<file path="src/rtl/density_accumulator.sv">
// density_accumulator
//   Sums per-neighbour binary16 kernel contributions into one binary16 density
//   per particle. Inputs are queued in a small FIFO; a single-issue FSM feeds
//   one binary16 adder, since each add depends on the previous sum.
//   Optional feature macro: DENSITY_MASS_SCALE_EN. When defined, each finished
//   sum is multiplied by MASS before it is emitted.
//
// Ports (density_accumulator)
//   clk_in            sole clock
//   rst_n             asynchronous active-low reset
//   kernel_in         binary16 kernel contribution (non-negative)
//   kernel_valid_in   kernel_in / idx_in / last_in valid this cycle
//   idx_in            particle index of the contribution
//   last_in           final neighbour of the current particle
//   in_ready          FIFO not full (from the registered count)
//   density_out       binary16 density result
//   density_idx_out   particle index of density_out
//   density_valid_out one-cycle result strobe
//   overflow          sticky: data presented while in_ready was low
//   busy              FIFO non-empty or FSM not idle
//
// Ports (binary16_adder / binary16_multi), one cycle latency
//   clk, rst (async, active-high), a, b, data_valid_in, result, data_valid_out

module binary16_adder (
    input  logic        clk,
    input  logic        rst,
    input  logic [15:0] a,
    input  logic [15:0] b,
    input  logic        data_valid_in,
    output logic [15:0] result,
    output logic        data_valid_out
);
    // Operands are treated as non-negative (sign bits ignored); the fraction is
    // truncated after alignment.
    logic [4:0]  w_ea, w_eb, w_big_e, w_small_e, w_diff;
    logic [10:0] w_ma, w_mb, w_big_m, w_small_m, w_shifted;
    logic [11:0] w_sum;
    logic [5:0]  w_exp;
    logic [9:0]  w_frac;
    logic [15:0] w_res;
    logic        w_unused_sign;

    assign w_unused_sign = a[15] ^ b[15];

    always_comb begin
        // Subnormals use an effective exponent of 1 with no hidden bit.
        w_ea = (a[14:10] == 5'd0) ? 5'd1 : a[14:10];
        w_eb = (b[14:10] == 5'd0) ? 5'd1 : b[14:10];
        w_ma = {|a[14:10], a[9:0]};
        w_mb = {|b[14:10], b[9:0]};
        if (w_eb > w_ea) begin
            w_big_e = w_eb; w_big_m = w_mb; w_small_e = w_ea; w_small_m = w_ma;
        end else begin
            w_big_e = w_ea; w_big_m = w_ma; w_small_e = w_eb; w_small_m = w_mb;
        end
        w_diff    = w_big_e - w_small_e;
        w_shifted = (w_diff > 5'd11) ? '0 : (w_small_m >> w_diff);
        w_sum     = {1'b0, w_big_m} + {1'b0, w_shifted};
        if (w_sum[11]) begin
            w_exp  = {1'b0, w_big_e} + 6'd1;
            w_frac = w_sum[10:1];
        end else begin
            // No hidden bit means both inputs were subnormal: stay subnormal.
            w_exp  = w_sum[10] ? {1'b0, w_big_e} : 6'd0;
            w_frac = w_sum[9:0];
        end
        if (w_exp >= 6'd31) w_res = 16'h7C00;
        else                w_res = {1'b0, w_exp[4:0], w_frac};
    end

    always_ff @(posedge clk or posedge rst) begin
        if (rst) begin
            result         <= '0;
            data_valid_out <= 1'b0;
        end else begin
            data_valid_out <= data_valid_in;
            if (data_valid_in) result <= w_res;
        end
    end
endmodule

module binary16_multi (
    input  logic        clk,
    input  logic        rst,
    input  logic [15:0] a,
    input  logic [15:0] b,
    input  logic        data_valid_in,
    output logic [15:0] result,
    output logic        data_valid_out
);
    // Subnormal operands and results flush to zero; the fraction is truncated.
    logic [21:0]       w_prod;
    logic signed [7:0] w_exp;
    logic [9:0]        w_frac;
    logic              w_sign;
    logic [15:0]       w_res;
    logic              w_unused_low;

    assign w_prod       = {1'b1, a[9:0]} * {1'b1, b[9:0]};
    assign w_unused_low = ^w_prod[9:0];

    always_comb begin
        w_sign = a[15] ^ b[15];
        w_exp  = 8'(a[14:10]) + 8'(b[14:10]) - 8'sd15 + 8'(w_prod[21]);
        w_frac = w_prod[21] ? w_prod[20:11] : w_prod[19:10];
        if (a[14:10] == 5'd0 || b[14:10] == 5'd0 || w_exp <= 8'sd0)
            w_res = {w_sign, 15'd0};
        else if (w_exp >= 8'sd31)
            w_res = {w_sign, 15'h7C00};
        else
            w_res = {w_sign, w_exp[4:0], w_frac};
    end

    always_ff @(posedge clk or posedge rst) begin
        if (rst) begin
            result         <= '0;
            data_valid_out <= 1'b0;
        end else begin
            data_valid_out <= data_valid_in;
            if (data_valid_in) result <= w_res;
        end
    end
endmodule

module density_accumulator #(
    parameter int          PARTICLE_COUNTER_SIZE = 2,
    parameter int          FIFO_DEPTH            = 4,
    parameter logic [15:0] MASS                  = 16'h3C00
) (
    input  logic                             clk_in,
    input  logic                             rst_n,
    input  logic [15:0]                      kernel_in,
    input  logic                             kernel_valid_in,
    input  logic [PARTICLE_COUNTER_SIZE-1:0] idx_in,
    input  logic                             last_in,
    output logic                             in_ready,
    output logic [15:0]                      density_out,
    output logic [PARTICLE_COUNTER_SIZE-1:0] density_idx_out,
    output logic                             density_valid_out,
    output logic                             overflow,
    output logic                             busy
);
    localparam int PTR_W   = $clog2(FIFO_DEPTH);
    localparam int CNT_W   = PTR_W + 1;
    localparam int ENTRY_W = 17 + PARTICLE_COUNTER_SIZE;

    typedef enum logic [2:0] {S_IDLE, S_ISSUE, S_WAIT, S_SCALE, S_EMIT} state_t;
    state_t r_state, w_next_state;

    logic [ENTRY_W-1:0]               r_mem [FIFO_DEPTH];
    logic [PTR_W-1:0]                 r_wr_ptr, r_rd_ptr;
    logic [CNT_W-1:0]                 r_count;
    logic                             w_push, w_pop, w_empty;
    logic [ENTRY_W-1:0]               w_head;
    logic [15:0]                      r_acc;
    logic [PARTICLE_COUNTER_SIZE-1:0] r_cur_idx;
    logic                             r_cur_last;
    logic [15:0]                      r_density_out;
    logic [PARTICLE_COUNTER_SIZE-1:0] r_density_idx;
    logic                             r_density_valid, r_overflow;
    logic [15:0]                      w_add_result;
    logic                             w_add_valid_out;
    logic                             w_sub_rst;

    assign w_sub_rst = ~rst_n;
    assign in_ready  = (r_count != CNT_W'(FIFO_DEPTH));
    assign w_empty   = (r_count == '0);
    assign w_push    = kernel_valid_in && in_ready;
    assign w_pop     = (r_state == S_ISSUE);
    assign w_head    = r_mem[r_rd_ptr];

    assign density_out       = r_density_out;
    assign density_idx_out   = r_density_idx;
    assign density_valid_out = r_density_valid;
    assign overflow          = r_overflow;
    assign busy              = !w_empty || (r_state != S_IDLE);

    always_ff @(posedge clk_in) begin
        if (w_push) r_mem[r_wr_ptr] <= {last_in, idx_in, kernel_in};
    end

    always_ff @(posedge clk_in or negedge rst_n) begin
        if (!rst_n) begin
            r_wr_ptr   <= '0;
            r_rd_ptr   <= '0;
            r_count    <= '0;
            r_overflow <= 1'b0;
        end else begin
            if (w_push) r_wr_ptr <= r_wr_ptr + PTR_W'(1);
            if (w_pop)  r_rd_ptr <= r_rd_ptr + PTR_W'(1);
            r_count <= r_count + CNT_W'(w_push) - CNT_W'(w_pop);
            if (kernel_valid_in && !in_ready) r_overflow <= 1'b1;
        end
    end

    binary16_adder u_add (
        .clk            (clk_in),
        .rst            (w_sub_rst),
        .a              (r_acc),
        .b              (w_head[15:0]),
        .data_valid_in  (w_pop),
        .result         (w_add_result),
        .data_valid_out (w_add_valid_out)
    );

`ifdef DENSITY_MASS_SCALE_EN
    logic [15:0] w_mul_result;
    logic        w_mul_valid_in, w_mul_valid_out, r_mul_pending;

    // The multiplier is pulsed only on the first SCALE cycle.
    assign w_mul_valid_in = (r_state == S_SCALE) && !r_mul_pending;

    binary16_multi u_mul (
        .clk            (clk_in),
        .rst            (w_sub_rst),
        .a              (r_acc),
        .b              (MASS),
        .data_valid_in  (w_mul_valid_in),
        .result         (w_mul_result),
        .data_valid_out (w_mul_valid_out)
    );

    always_ff @(posedge clk_in or negedge rst_n) begin
        if (!rst_n)               r_mul_pending <= 1'b0;
        else if (w_mul_valid_out) r_mul_pending <= 1'b0;
        else if (w_mul_valid_in)  r_mul_pending <= 1'b1;
    end
`else
    logic w_unused_mass;
    assign w_unused_mass = ^MASS;
`endif

    always_ff @(posedge clk_in or negedge rst_n) begin
        if (!rst_n) r_state <= S_IDLE;
        else        r_state <= w_next_state;
    end

    always_comb begin
        w_next_state = r_state;
        case (r_state)
            S_IDLE:  if (!w_empty) w_next_state = S_ISSUE;
            S_ISSUE: w_next_state = S_WAIT;
            S_WAIT: begin
                if (w_add_valid_out) begin
                    if (r_cur_last) begin
`ifdef DENSITY_MASS_SCALE_EN
                        w_next_state = S_SCALE;
`else
                        w_next_state = S_EMIT;
`endif
                    end else begin
                        w_next_state = w_empty ? S_IDLE : S_ISSUE;
                    end
                end
            end
`ifdef DENSITY_MASS_SCALE_EN
            S_SCALE: if (w_mul_valid_out) w_next_state = S_EMIT;
`endif
            // Going straight to ISSUE lets a queued group start the next cycle.
            S_EMIT:  w_next_state = w_empty ? S_IDLE : S_ISSUE;
            default: w_next_state = S_IDLE;
        endcase
    end

    always_ff @(posedge clk_in or negedge rst_n) begin
        if (!rst_n) begin
            r_acc           <= '0;
            r_cur_idx       <= '0;
            r_cur_last      <= 1'b0;
            r_density_out   <= '0;
            r_density_idx   <= '0;
            r_density_valid <= 1'b0;
        end else begin
            r_density_valid <= 1'b0;
            case (r_state)
                S_ISSUE: begin
                    r_cur_idx  <= w_head[16 +: PARTICLE_COUNTER_SIZE];
                    r_cur_last <= w_head[ENTRY_W-1];
                end
                S_WAIT: if (w_add_valid_out) r_acc <= w_add_result;
`ifdef DENSITY_MASS_SCALE_EN
                S_SCALE: if (w_mul_valid_out) r_acc <= w_mul_result;
`endif
                S_EMIT: begin
                    r_density_out   <= r_acc;
                    r_density_idx   <= r_cur_idx;
                    r_density_valid <= 1'b1;
                    r_acc           <= '0;
                    r_cur_idx       <= '0;
                end
                default: ;
            endcase
        end
    end
endmodule

</file>
<file path="config.mk">
export PLATFORM = sky130hd
export DESIGN_NAME = density_accumulator
export DESIGN_NICKNAME = d
export VERILOG_FILES = /design/src/rtl/density_accumulator.sv
export SDC_FILE = /design/constraint.sdc
export NUM_CORES = 1
export LEC_CHECK = 0
export BUFFER_PORTS_ARGS = -buffer_cell sky130_fd_sc_hd__buf_2
export CAP_MARGIN = 10
export CORE_ASPECT_RATIO = 1.2
export CORE_UTILIZATION = 30
export CTS_CLUSTER_DIAMETER = 200
export DETAILED_ROUTE_END_ITERATION = 10
export HOLD_SLACK_MARGIN = 0.02
export SYNTH_ARGS = -nofsm -noshare
export SYNTH_HDL_FRONTEND = slang
export SYNTH_SLANG_ARGS = --single-unit
</file>
<file path="constraint.sdc">
create_clock -name clk_in -period 8 [get_ports clk_in]
set_clock_uncertainty 0.1 [all_clocks]
set_input_delay 1.6 -clock clk_in [delete_from_list [all_inputs] [get_ports clk_in]]
set_output_delay 1.6 -clock clk_in [all_outputs]
set_load 0.1 [all_outputs]
</file>
==> report_table.html, run 1 <==
<table>
<tr><th>Metric</th><th>Value</th></tr>
<tr><th colspan="2">Placed design</th></tr>
<tr><td>Count of input and output buffers</td><td>41</td></tr>
<tr><td>Cell count after placement</td><td>916</td></tr>
<tr><td>Dpl cell area</td><td>7672 um^2</td></tr>
<tr><td>Estimated wirelength of the detail-placed design</td><td>10970 um</td></tr>
<tr><td>GPL Wtd Cong</td><td>0.8570</td></tr>
<tr><td>Minimum setup slack after placement</td><td>0.3304 ns</td></tr>
<tr><th colspan="2">Routing</th></tr>
<tr><td>Remaining antenna violation count</td><td>0</td></tr>
<tr><td>Vias/cell</td><td>4.901</td></tr>
<tr><td>Total Wirelength</td><td>15150 um</td></tr>
<tr><td>Total DRC errors in the routed layout</td><td>0</td></tr>
<tr><td>Total via count after detailed routing</td><td>4646</td></tr>
<tr><td>Pre-Repair DR Iteration Count</td><td>4</td></tr>
<tr><td>DRT iter0 DRCs</td><td>277</td></tr>
<tr><td>Final routed wire length divided by cell count</td><td>15.98 um</td></tr>
<tr><th colspan="2">CTS</th></tr>
<tr><td>Clock insertion delay at the later pin of the skew report</td><td>0.42 ns</td></tr>
<tr><td>Clock transition at the register clock pins on the worst setup and hold paths after CTS</td><td>0.06 ns</td></tr>
<tr><td>Inserted Clock Buffers</td><td>17</td></tr>
<tr><td>Clock H-tree levels</td><td>4</td></tr>
<tr><td>Max Root-Sink Buffers</td><td>2</td></tr>
<tr><td>Root Driver</td><td>sky130_fd_sc_hd__clkbuf_16</td></tr>
<tr><td>Clock tree sinks</td><td>135</td></tr>
<tr><td>TritonCTS clock tree</td><td>built</td></tr>
<tr><th colspan="2">Logic synthesis</th></tr>
<tr><td>Largest cells by area after synthesis</td><td>sky130_fd_sc_hd__edfxtp_1 30%, sky130_fd_sc_hd__dfrtp_1 22%, sky130_fd_sc_hd__mux4_2 6.7%</td></tr>
<tr><td>Number of instances in the synthesized netlist</td><td>572</td></tr>
<tr><td>Count of state elements after synthesis</td><td>135</td></tr>
<tr><td>Netlist Area Pre-Place</td><td>7093 um^2</td></tr>
<tr><td>Share of synthesized area occupied by flip-flops and latches</td><td>0.5271</td></tr>
<tr><td>Synthesized area divided by synthesized cell count</td><td>12.40 um^2</td></tr>
<tr><td>Fraction of registers with async set or reset after synthesis</td><td>0.4667</td></tr>
<tr><td>Number of nets produced by synthesis</td><td>617</td></tr>
<tr><td>Post-synth top area cell</td><td>sky130_fd_sc_hd__edfxtp_1</td></tr>
<tr><td>Number of flops mapped to enable cells by yosys</td><td>72</td></tr>
<tr><td>Most instantiated flip-flop cell in the synthesis netlist</td><td>sky130_fd_sc_hd__edfxtp_1</td></tr>
<tr><td>Share of Yosys cell area claimed by the top area cell type</td><td>0.3048</td></tr>
<tr><td>Distinct cell type count of the synthesized netlist</td><td>76</td></tr>
<tr><td>Synth warnings</td><td>0</td></tr>
<tr><td>Most numerous cell types in the synthesized netlist</td><td>72 x sky130_fd_sc_hd__edfxtp_1, 72 x sky130_fd_sc_hd__nand2_1, 63 x sky130_fd_sc_hd__dfrtp_1, 31 x sky130_fd_sc_hd__nor2_1, 28 x sky130_fd_sc_hd__mux2i_1</td></tr>
<tr><th colspan="2">Die</th></tr>
<tr><td>Height of the die</td><td>170.4 um</td></tr>
<tr><td>Die width</td><td>142.4 um</td></tr>
<tr><td>Initial standard-cell utilization of the core</td><td>0.3057</td></tr>
<tr><td>Count of pins on the block boundary</td><td>44</td></tr>
<tr><td>Floorplan Core Area</td><td>23200 um^2</td></tr>
<tr><td>DIE AREA</td><td>24260 um^2</td></tr>
<tr><td>Number of cell rows</td><td>61</td></tr>
<tr><th colspan="2">Setup path</th></tr>
<tr><td>Startpoint of the worst register-to-register path</td><td>r_rd_ptr[0]</td></tr>
<tr><td>Worst setup slack for register-to-register paths</td><td>0.57 ns</td></tr>
<tr><td>Worst path top cell family by delay</td><td>compound AO/OA/AOI/OAI gates</td></tr>
<tr><td>Arrival @ worst endpoint</td><td>7.60 ns</td></tr>
<tr><td>Crit Path Class</td><td>reg2reg</td></tr>
<tr><td>FF-to-FF End</td><td>u_add.result[2]</td></tr>
<tr><td>Capturing element type of the critical path</td><td>register</td></tr>
<tr><td>CP max stage delay</td><td>0.68 ns</td></tr>
<tr><td>Slowest-stage cell, CP</td><td>sky130_fd_sc_hd__mux4_2</td></tr>
<tr><td>Critical Path RT</td><td>8.18 ns</td></tr>
<tr><td>Bufs and invs on worst path</td><td>4</td></tr>
<tr><td>Total stage count of the critical path</td><td>30</td></tr>
<tr><td>Highest fanout seen on the critical path</td><td>10</td></tr>
<tr><td>Crit path launch type</td><td>register</td></tr>
<tr><td>Cell depth of the worst flop-to-flop path</td><td>30</td></tr>
<tr><th colspan="2">Job</th></tr>
<tr><td>Count of max-cap constraint violations</td><td>0</td></tr>
<tr><th colspan="2">Min path</th></tr>
<tr><td>Min-Delay Path Depth</td><td>1</td></tr>
<tr><td>Hold Startpoint</td><td>overflow</td></tr>
<tr><td>Endpoint of the worst hold path</td><td>overflow</td></tr>
<tr><td>Class of the tightest hold or removal check</td><td>reg2reg</td></tr>
<tr><th colspan="2">Timing</th></tr>
<tr><td>Worst slew margin</td><td>0.2697</td></tr>
<tr><td>Fin crit period</td><td>7.427 ns</td></tr>
<tr><td>WHS</td><td>0.3741 ns</td></tr>
<tr><td>Max-slew violation total from the final report</td><td>0</td></tr>
<tr><td>Achievable clock frequency</td><td>134.7 MHz</td></tr>
<tr><td>Final hold vios</td><td>0</td></tr>
<tr><td>Setup slack after layout</td><td>0.5734 ns</td></tr>
<tr><td>Final setup viols</td><td>0</td></tr>
<tr><td>Transition time at the pin with the least slew margin</td><td>1.091 ns</td></tr>
<tr><td>Share of the clock period used by the worst path</td><td>0.9283</td></tr>
<tr><th colspan="2">Global route</th></tr>
<tr><td>Global-route wire length before repair</td><td>25290 um</td></tr>
<tr><td>Maximum number of pins on one net before global-route repair</td><td>64</td></tr>
<tr><td>Global route total overflow</td><td>0</td></tr>
<tr><td>GRT Total Usage</td><td>0.1374</td></tr>
<tr><td>Antenna violations before repair</td><td>0</td></tr>
<tr><td>Via count of the first global-routing pass</td><td>4826</td></tr>
<tr><th colspan="2">Finish</th></tr>
<tr><td>Share of post-route cells with drive strength above 1</td><td>0.2370</td></tr>
<tr><td>Number of diodes added for antenna fixing</td><td>0</td></tr>
<tr><td>Layout Area Growth over Synthesis</td><td>16.39%</td></tr>
<tr><td>Design Area, Final</td><td>8255 um^2</td></tr>
<tr><td>Net count reported at finish</td><td>666</td></tr>
<tr><td>Fin cells</td><td>948</td></tr>
<tr><th colspan="2">Status</th></tr>
<tr><td>Status</td><td>finished clean</td></tr>
</table>
worst reg2reg max path, delay by kind of cell (launching register included):
kind,cells,cell delay [ns]
AOI/OAI and AO/OA,11,2.23
muxes,3,1.09
buffers and inverters,4,0.69
DFF,1,0.48
adders and majority gates,3,0.82
and+or+nand+nor,8,1.78
xor gates and xnor gates,1,0.13
how the worst max path moves through the flow:
| stage | slack (ns) | endpoint | startpoint |
|---|---|---|---|
| 4_1_cts | 0.28 | u_add.result[2] | r_rd_ptr[0] |
| 6_report | 0.57 | u_add.result[2] | r_rd_ptr[0] |
| 5_1_grt | -0.04 | u_add.result[2] | r_rd_ptr[0] |
| 3_3_place_gp | 0.34 | u_add.result[2] | r_rd_ptr[0] |
| 3_5_place_dp | 0.33 | u_add.result[2] | r_rd_ptr[0] |
| 2_1_floorplan | 0.38 | u_add.result[5] | r_rd_ptr[0] |
layer usage:
layer | up-vias | part of all wire | GRT usage
met5 | - | 0 | 0
met4 | 0 | 0.021 | 0.05517
met3 | 25 | 0.028 | 0.03180
li1 | 2252 | - | -
met1 | 2302 | 0.44 | 0.1631
met2 | 67 | 0.52 | 0.2383
area by class of cell:
| class | instances | area, um^2 |
|---|---|---|
| Multi-Input combinational cell | 390 | 3151 |
| Fill cell | 2330 | 14950 |
| Clock inverter | 6 | 37.54 |
| Tap cell | 315 | 394.1 |
| Inverter | 19 | 71.32 |
| Timing Repair Buffer | 58 | 345.3 |
| Sequential cell | 135 | 3740 |
| Clock buffer | 25 | 516.7 |
cell families (layout without fill, tap and decap cells):
kind of cell | Yosys count | after routing | synth area share
AOI/OAI and AO/OA | 107 | 107 | 0.1103
xor gates and xnor gates | 20 | 20 | 0.02681
adders and majority gates | 25 | 25 | 0.04551
buffers and inverters | 47 | 108 | 0.03122
DFF | 135 | 135 | 0.5271
muxes | 70 | 70 | 0.1438
other | 1 | 1 | 0.0005287
and+or+nand+nor | 167 | 167 | 0.1148
cell usage in the layout, fill, tap and decap left out, drive strengths merged, types with 3 or more instances in the layout:
master / synthesis / final
a31o: 3 / 3
xnor2: 15 / 15
o311ai: 9 / 9
nand3: 7 / 7
nand4: 3 / 3
nor3: 10 / 10
o22a: 4 / 4
o21a: 4 / 4
mux4: 23 / 23
a21oi: 25 / 25
a21o: 4 / 4
or3: 8 / 8
clkbuf: 18 / 25
and3: 6 / 6
nand2: 73 / 73
o21ai: 14 / 14
o31ai: 3 / 3
nor2: 32 / 32
mux2: 19 / 19
edfxtp: 72 / 72
nor2b: 8 / 8
a22o: 17 / 17
ha: 21 / 21
or2: 4 / 4
mux2i: 28 / 28
dfrtp: 63 / 63
nor4: 5 / 5
o31a: 3 / 3
nand2b: 3 / 3
xor2: 5 / 5
buf: 10 / 58
a211oi: 5 / 5
and2: 3 / 3
inv: 18 / 22
flip-flops by register name, summed over array words and instances (netlist names), 2 cells and up:
signal and count:
r_state 3, r_wr_ptr 2, u_add.result 15, r_rd_ptr 2, density_out 15, r_mem 72, r_cur_idx 2, r_count 3
density_idx_out 2, r_acc 15
per-stage QoR:
stage               setup TNS (ns)  utilization
floorplan                        0            -
global placement                 0       0.3307
detailed placement               0       0.3307
CTS                              0       0.3546
global route               -0.1816       0.3558
finish                           0       0.3558
repair_timing:
item                       4_1_cts  5_1_grt
buffers inserted                 0        1
setup endpoints to repair        0       10
resized for setup                0        2
hold buffers                     0        0
Power of run 1 is not shown: default switching activity piles up to over one toggle a cycle in this logic, so the estimate is an artifact.
==> run 2, diff against run 1 <==
--- a/config.mk
+++ b/config.mk
@@ -12,6 +12,8 @@
 export CTS_CLUSTER_DIAMETER = 200
 export DETAILED_ROUTE_END_ITERATION = 10
 export HOLD_SLACK_MARGIN = 0.02
+export SKIP_LAST_GASP = 1
 export SYNTH_ARGS = -nofsm -noshare
 export SYNTH_HDL_FRONTEND = slang
+export SYNTH_HIERARCHICAL = 1
 export SYNTH_SLANG_ARGS = --single-unit
==> run 2 against run 1 <==
  * Sequential share of layout area down 0.34 points
  * Sequential cell count up 2
  * Area after synthesis up 3.1%
  * Clock-buffer cell count down 8
  * Worst setup slack better by 0.12 ns
  * Fmax up 1.7%
  * Routed wire length up 1.9%
  * Via count down 0.88%
  * Global-route usage down 0.46 points
  * Cell area up 2.1%
  * Critical path type unchanged
  * Largest cell class unchanged
==> report_table.html, run 2 <==
<table>
<tr><th>Metric</th><th>Value</th></tr>
<tr><th colspan="2">Status</th></tr>
<tr><td>Status</td><td>finished clean</td></tr>
<tr><th colspan="2">Global route</th></tr>
<tr><td>Met1 Track Usage GR</td><td>0.1651 (+0.001910)</td></tr>
<tr><td>Met3 Usage GRT</td><td>0.02908 (-0.002717)</td></tr>
<tr><td>Maximum number of pins on one net before global-route repair</td><td>51 (-20%)</td></tr>
<tr><td>GRT Total Usage</td><td>0.1328 (-0.004552)</td></tr>
<tr><td>Met2 usage in global routing</td><td>0.2230 (-0.01532)</td></tr>
<tr><td>Global-route wire length before repair</td><td>25160 um (-0.52%)</td></tr>
<tr><td>Global route total overflow</td><td>0 (unchanged)</td></tr>
<tr><td>Most used routing layer</td><td>met2</td></tr>
<tr><td>Via count of the first global-routing pass</td><td>4715 (-2.3%)</td></tr>
<tr><td>Antenna violations before repair</td><td>0 (unchanged)</td></tr>
<tr><th colspan="2">Placed design</th></tr>
<tr><td>GPL Wtd Cong</td><td>0.8796 (+2.6%)</td></tr>
<tr><td>Estimated wirelength of the detail-placed design</td><td>11010 um (+0.29%)</td></tr>
<tr><td>Count of input and output buffers</td><td>42 (+2.4%)</td></tr>
<tr><th colspan="2">Die</th></tr>
<tr><td>Floorplan Core Area</td><td>23890 um^2 (+3.0%)</td></tr>
<tr><td>Number of cell rows</td><td>62 (+1.6%)</td></tr>
<tr><td>DIE AREA</td><td>25000 um^2 (+3.0%)</td></tr>
<tr><td>Die width</td><td>144.5 um (+1.5%)</td></tr>
<tr><td>Initial standard-cell utilization of the core</td><td>0.3060 (+0.0003273)</td></tr>
<tr><td>Height of the die</td><td>173.0 um (+1.5%)</td></tr>
<tr><td>Count of pins on the block boundary</td><td>44 (unchanged)</td></tr>
<tr><th colspan="2">CTS</th></tr>
<tr><td>Setup bufs post-CTS</td><td>0 (unchanged)</td></tr>
<tr><td>Inserted Clock Buffers</td><td>17 (unchanged)</td></tr>
<tr><td>Root Driver</td><td>sky130_fd_sc_hd__clkbuf_16</td></tr>
<tr><td>Clock insertion delay at the later pin of the skew report</td><td>0.42 ns (about the same)</td></tr>
<tr><td>Clock tree sinks</td><td>137 (+1.5%)</td></tr>
<tr><td>TritonCTS clock tree</td><td>built</td></tr>
<tr><td>Clock H-tree levels</td><td>4 (unchanged)</td></tr>
<tr><td>Max Root-Sink Buffers</td><td>2 (unchanged)</td></tr>
<tr><td>Clock transition at the register clock pins on the worst setup and hold paths after CTS</td><td>0.06 ns (about the same)</td></tr>
<tr><th colspan="2">Setup path</th></tr>
<tr><td>Startpoint of the worst register-to-register path</td><td>r_rd_ptr[0]</td></tr>
<tr><td>Slowest-stage cell, CP</td><td>sky130_fd_sc_hd__mux4_2</td></tr>
<tr><td>FF-to-FF End</td><td>u_add/result[1]</td></tr>
<tr><td>Crit Path Class</td><td>reg2reg</td></tr>
<tr><td>Worst setup slack for register-to-register paths</td><td>0.70 ns (+0.12 ns)</td></tr>
<tr><td>CP dominant cell by count</td><td>sky130_fd_sc_hd__ha_1</td></tr>
<tr><td>Worst setup path endpoint</td><td>u_add/result[1]</td></tr>
<tr><td>Highest fanout seen on the critical path</td><td>10 (unchanged)</td></tr>
<tr><td>Cell depth of the worst flop-to-flop path</td><td>26 (-13%)</td></tr>
<tr><td>Critical Path RT</td><td>8.17 ns (about the same)</td></tr>
<tr><td>Capturing element type of the critical path</td><td>register</td></tr>
<tr><td>CP max stage delay</td><td>0.70 ns (+0.02 ns)</td></tr>
<tr><td>Crit path launch type</td><td>register</td></tr>
<tr><td>Arrival @ worst endpoint</td><td>7.48 ns (-0.12 ns)</td></tr>
<tr><td>Critical path launch point</td><td>r_rd_ptr[0]</td></tr>
<tr><th colspan="2">Logic synthesis</th></tr>
<tr><td>Netlist Area Pre-Place</td><td>7312 um^2 (+3.1%)</td></tr>
<tr><td>Synth warnings</td><td>6 (+6)</td></tr>
<tr><td>Synthesized area divided by synthesized cell count</td><td>13.17 um^2 (+6.2%)</td></tr>
<tr><td>Number of instances in the synthesized netlist</td><td>555 (-3.0%)</td></tr>
<tr><td>Number of nets produced by synthesis</td><td>600 (-2.8%)</td></tr>
<tr><th colspan="2">Finish</th></tr>
<tr><td>Net count reported at finish</td><td>646 (-3.0%)</td></tr>
<tr><td>Layout Area Growth over Synthesis</td><td>15.31%</td></tr>
<tr><td>Most frequent standard cell in the layout excluding fill and tap cells</td><td>sky130_fd_sc_hd__edfxtp_1</td></tr>
<tr><td>Share of post-route cells with drive strength above 1</td><td>0.2948 (+0.05782)</td></tr>
<tr><td>Largest Register</td><td>r_mem</td></tr>
<tr><td>Flip-flop count of the largest register, all copies and words added</td><td>72 (unchanged)</td></tr>
<tr><td>Number of diodes added for antenna fixing</td><td>0 (unchanged)</td></tr>
<tr><td>Commonest non-fill, non-tap cells in the layout</td><td>72 x sky130_fd_sc_hd__edfxtp_1, 63 x sky130_fd_sc_hd__dfrtp_1, 42 x sky130_fd_sc_hd__buf_2</td></tr>
<tr><th colspan="2">Timing</th></tr>
<tr><td>RSZ-0062 raised after global routing</td><td>no</td></tr>
<tr><td>Fin crit period</td><td>7.302 ns (-0.1248 ns)</td></tr>
<tr><td>Max-slew violation total from the final report</td><td>0 (unchanged)</td></tr>
<tr><td>Transition time at the pin with the least slew margin</td><td>1.124 ns (+0.03263 ns)</td></tr>
<tr><td>Achievable clock frequency</td><td>137.0 MHz (+1.7%)</td></tr>
<tr><td>Share of the clock period used by the worst path</td><td>0.9127 (-0.01560)</td></tr>
<tr><td>Final hold vios</td><td>0 (unchanged)</td></tr>
<tr><td>Worst slew margin</td><td>0.2498 (-0.01987)</td></tr>
<tr><td>Total negative slack for setup checks</td><td>0 ns (unchanged)</td></tr>
<tr><td>Final setup viols</td><td>0 (unchanged)</td></tr>
<tr><th colspan="2">Routing</th></tr>
<tr><td>Vias/cell</td><td>4.930 (+0.60%)</td></tr>
<tr><td>Pre-Repair DR Iteration Count</td><td>5 (+1)</td></tr>
<tr><td>Final routed wire length divided by cell count</td><td>16.52 um (+3.4%)</td></tr>
<tr><td>Remaining antenna violation count</td><td>0 (unchanged)</td></tr>
<tr><td>Total Wirelength</td><td>15430 um (+1.9%)</td></tr>
<tr><td>DRT iter0 DRCs</td><td>243 (-12%)</td></tr>
<tr><td>Total via count after detailed routing</td><td>4605 (-0.88%)</td></tr>
<tr><td>Total DRC errors in the routed layout</td><td>0 (unchanged)</td></tr>
<tr><th colspan="2">Job</th></tr>
<tr><td>Count of max-cap constraint violations</td><td>0 (unchanged)</td></tr>
<tr><th colspan="2">Min path</th></tr>
<tr><td>Class of the tightest hold or removal check</td><td>reg2reg</td></tr>
</table>
[run 2: cell types whose count changed in the layout (fill, tap and decap cells not counted), moves of 9 or more]
cell,delta
sky130_fd_sc_hd__mux2i_1,-11
sky130_fd_sc_hd__nand2_1,-41
sky130_fd_sc_hd__o22ai_2,+10
sky130_fd_sc_hd__mux2_2,+17
sky130_fd_sc_hd__inv_1,+9
sky130_fd_sc_hd__nor2_1,-10
[run 2: worst min path at each step]
stage	from	endpoint	slack [ns]	depth (start not counted)
final	overflow	overflow	0.35	1
after global placement	overflow	overflow	0.33	1
after floorplan	r_acc[15]	r_acc[15]	0.36	1
after global routing	overflow	overflow	0.37	1
after CTS	overflow	overflow	0.35	1
after detailed placement	overflow	overflow	0.34	1
[run 2: worst max-delay path, delay by kind of cell (launching register included)]
family	cells	cell delay [ns]
muxes	1	0.70
AOI/OAI and AO/OA	11	2.47
and+or+nand+nor	7	1.48
DFF	1	0.50
xor gates and xnor gates	2	0.67
buffers and inverters	1	0.06
adders and majority gates	4	1.17
[run 2: repair_timing]
action / 4_1_cts / 5_1_grt
hold buffers: 0 / 0
resized for setup: 0 / 3
endpoints found under the setup margin: 0 / 10
[run 2: routing by layer]
metal | vias up | routed length [um]
met1 | 2335 | 6752
met2 | 57 | 8015
li1 | 2199 | -
met3 | 14 | 434
met5 | - | 0
met4 | 0 | 226
[run 2: area by class of cell]
type                            instances  area, um^2
Fill cell                            2394       15460
Sequential cell                       137        3791
Multi-Input combinational cell        361        3234
Clock buffer                           17       425.4
Tap cell                              320       400.4
Timing Repair Buffer                   55       307.8
Clock inverter                         15       163.9
Inverter                               29       108.9
[run 2: through the flow]
stage / hold WS [ns] / utilization / setup WS [ns] / cells / instance area [um^2]
6_report: 0.3472 / 0.3529 / 0.6982 / 934 / 8432
5_1_grt: 0.3730 / 0.3529 / 0.03313 / 934 / 8432
4_1_cts: 0.3526 / 0.3528 / 0.4096 / 934 / 8429
3_5_place_dp: 0.3392 / 0.3281 / 0.4597 / 902 / 7840
3_3_place_gp: 0.3343 / 0.3281 / 0.4979 / 902 / 7840
2_1_floorplan: 0.3604 / - / 1.003 / 555 / 7312
Power of run 2 is left out for the same reason.
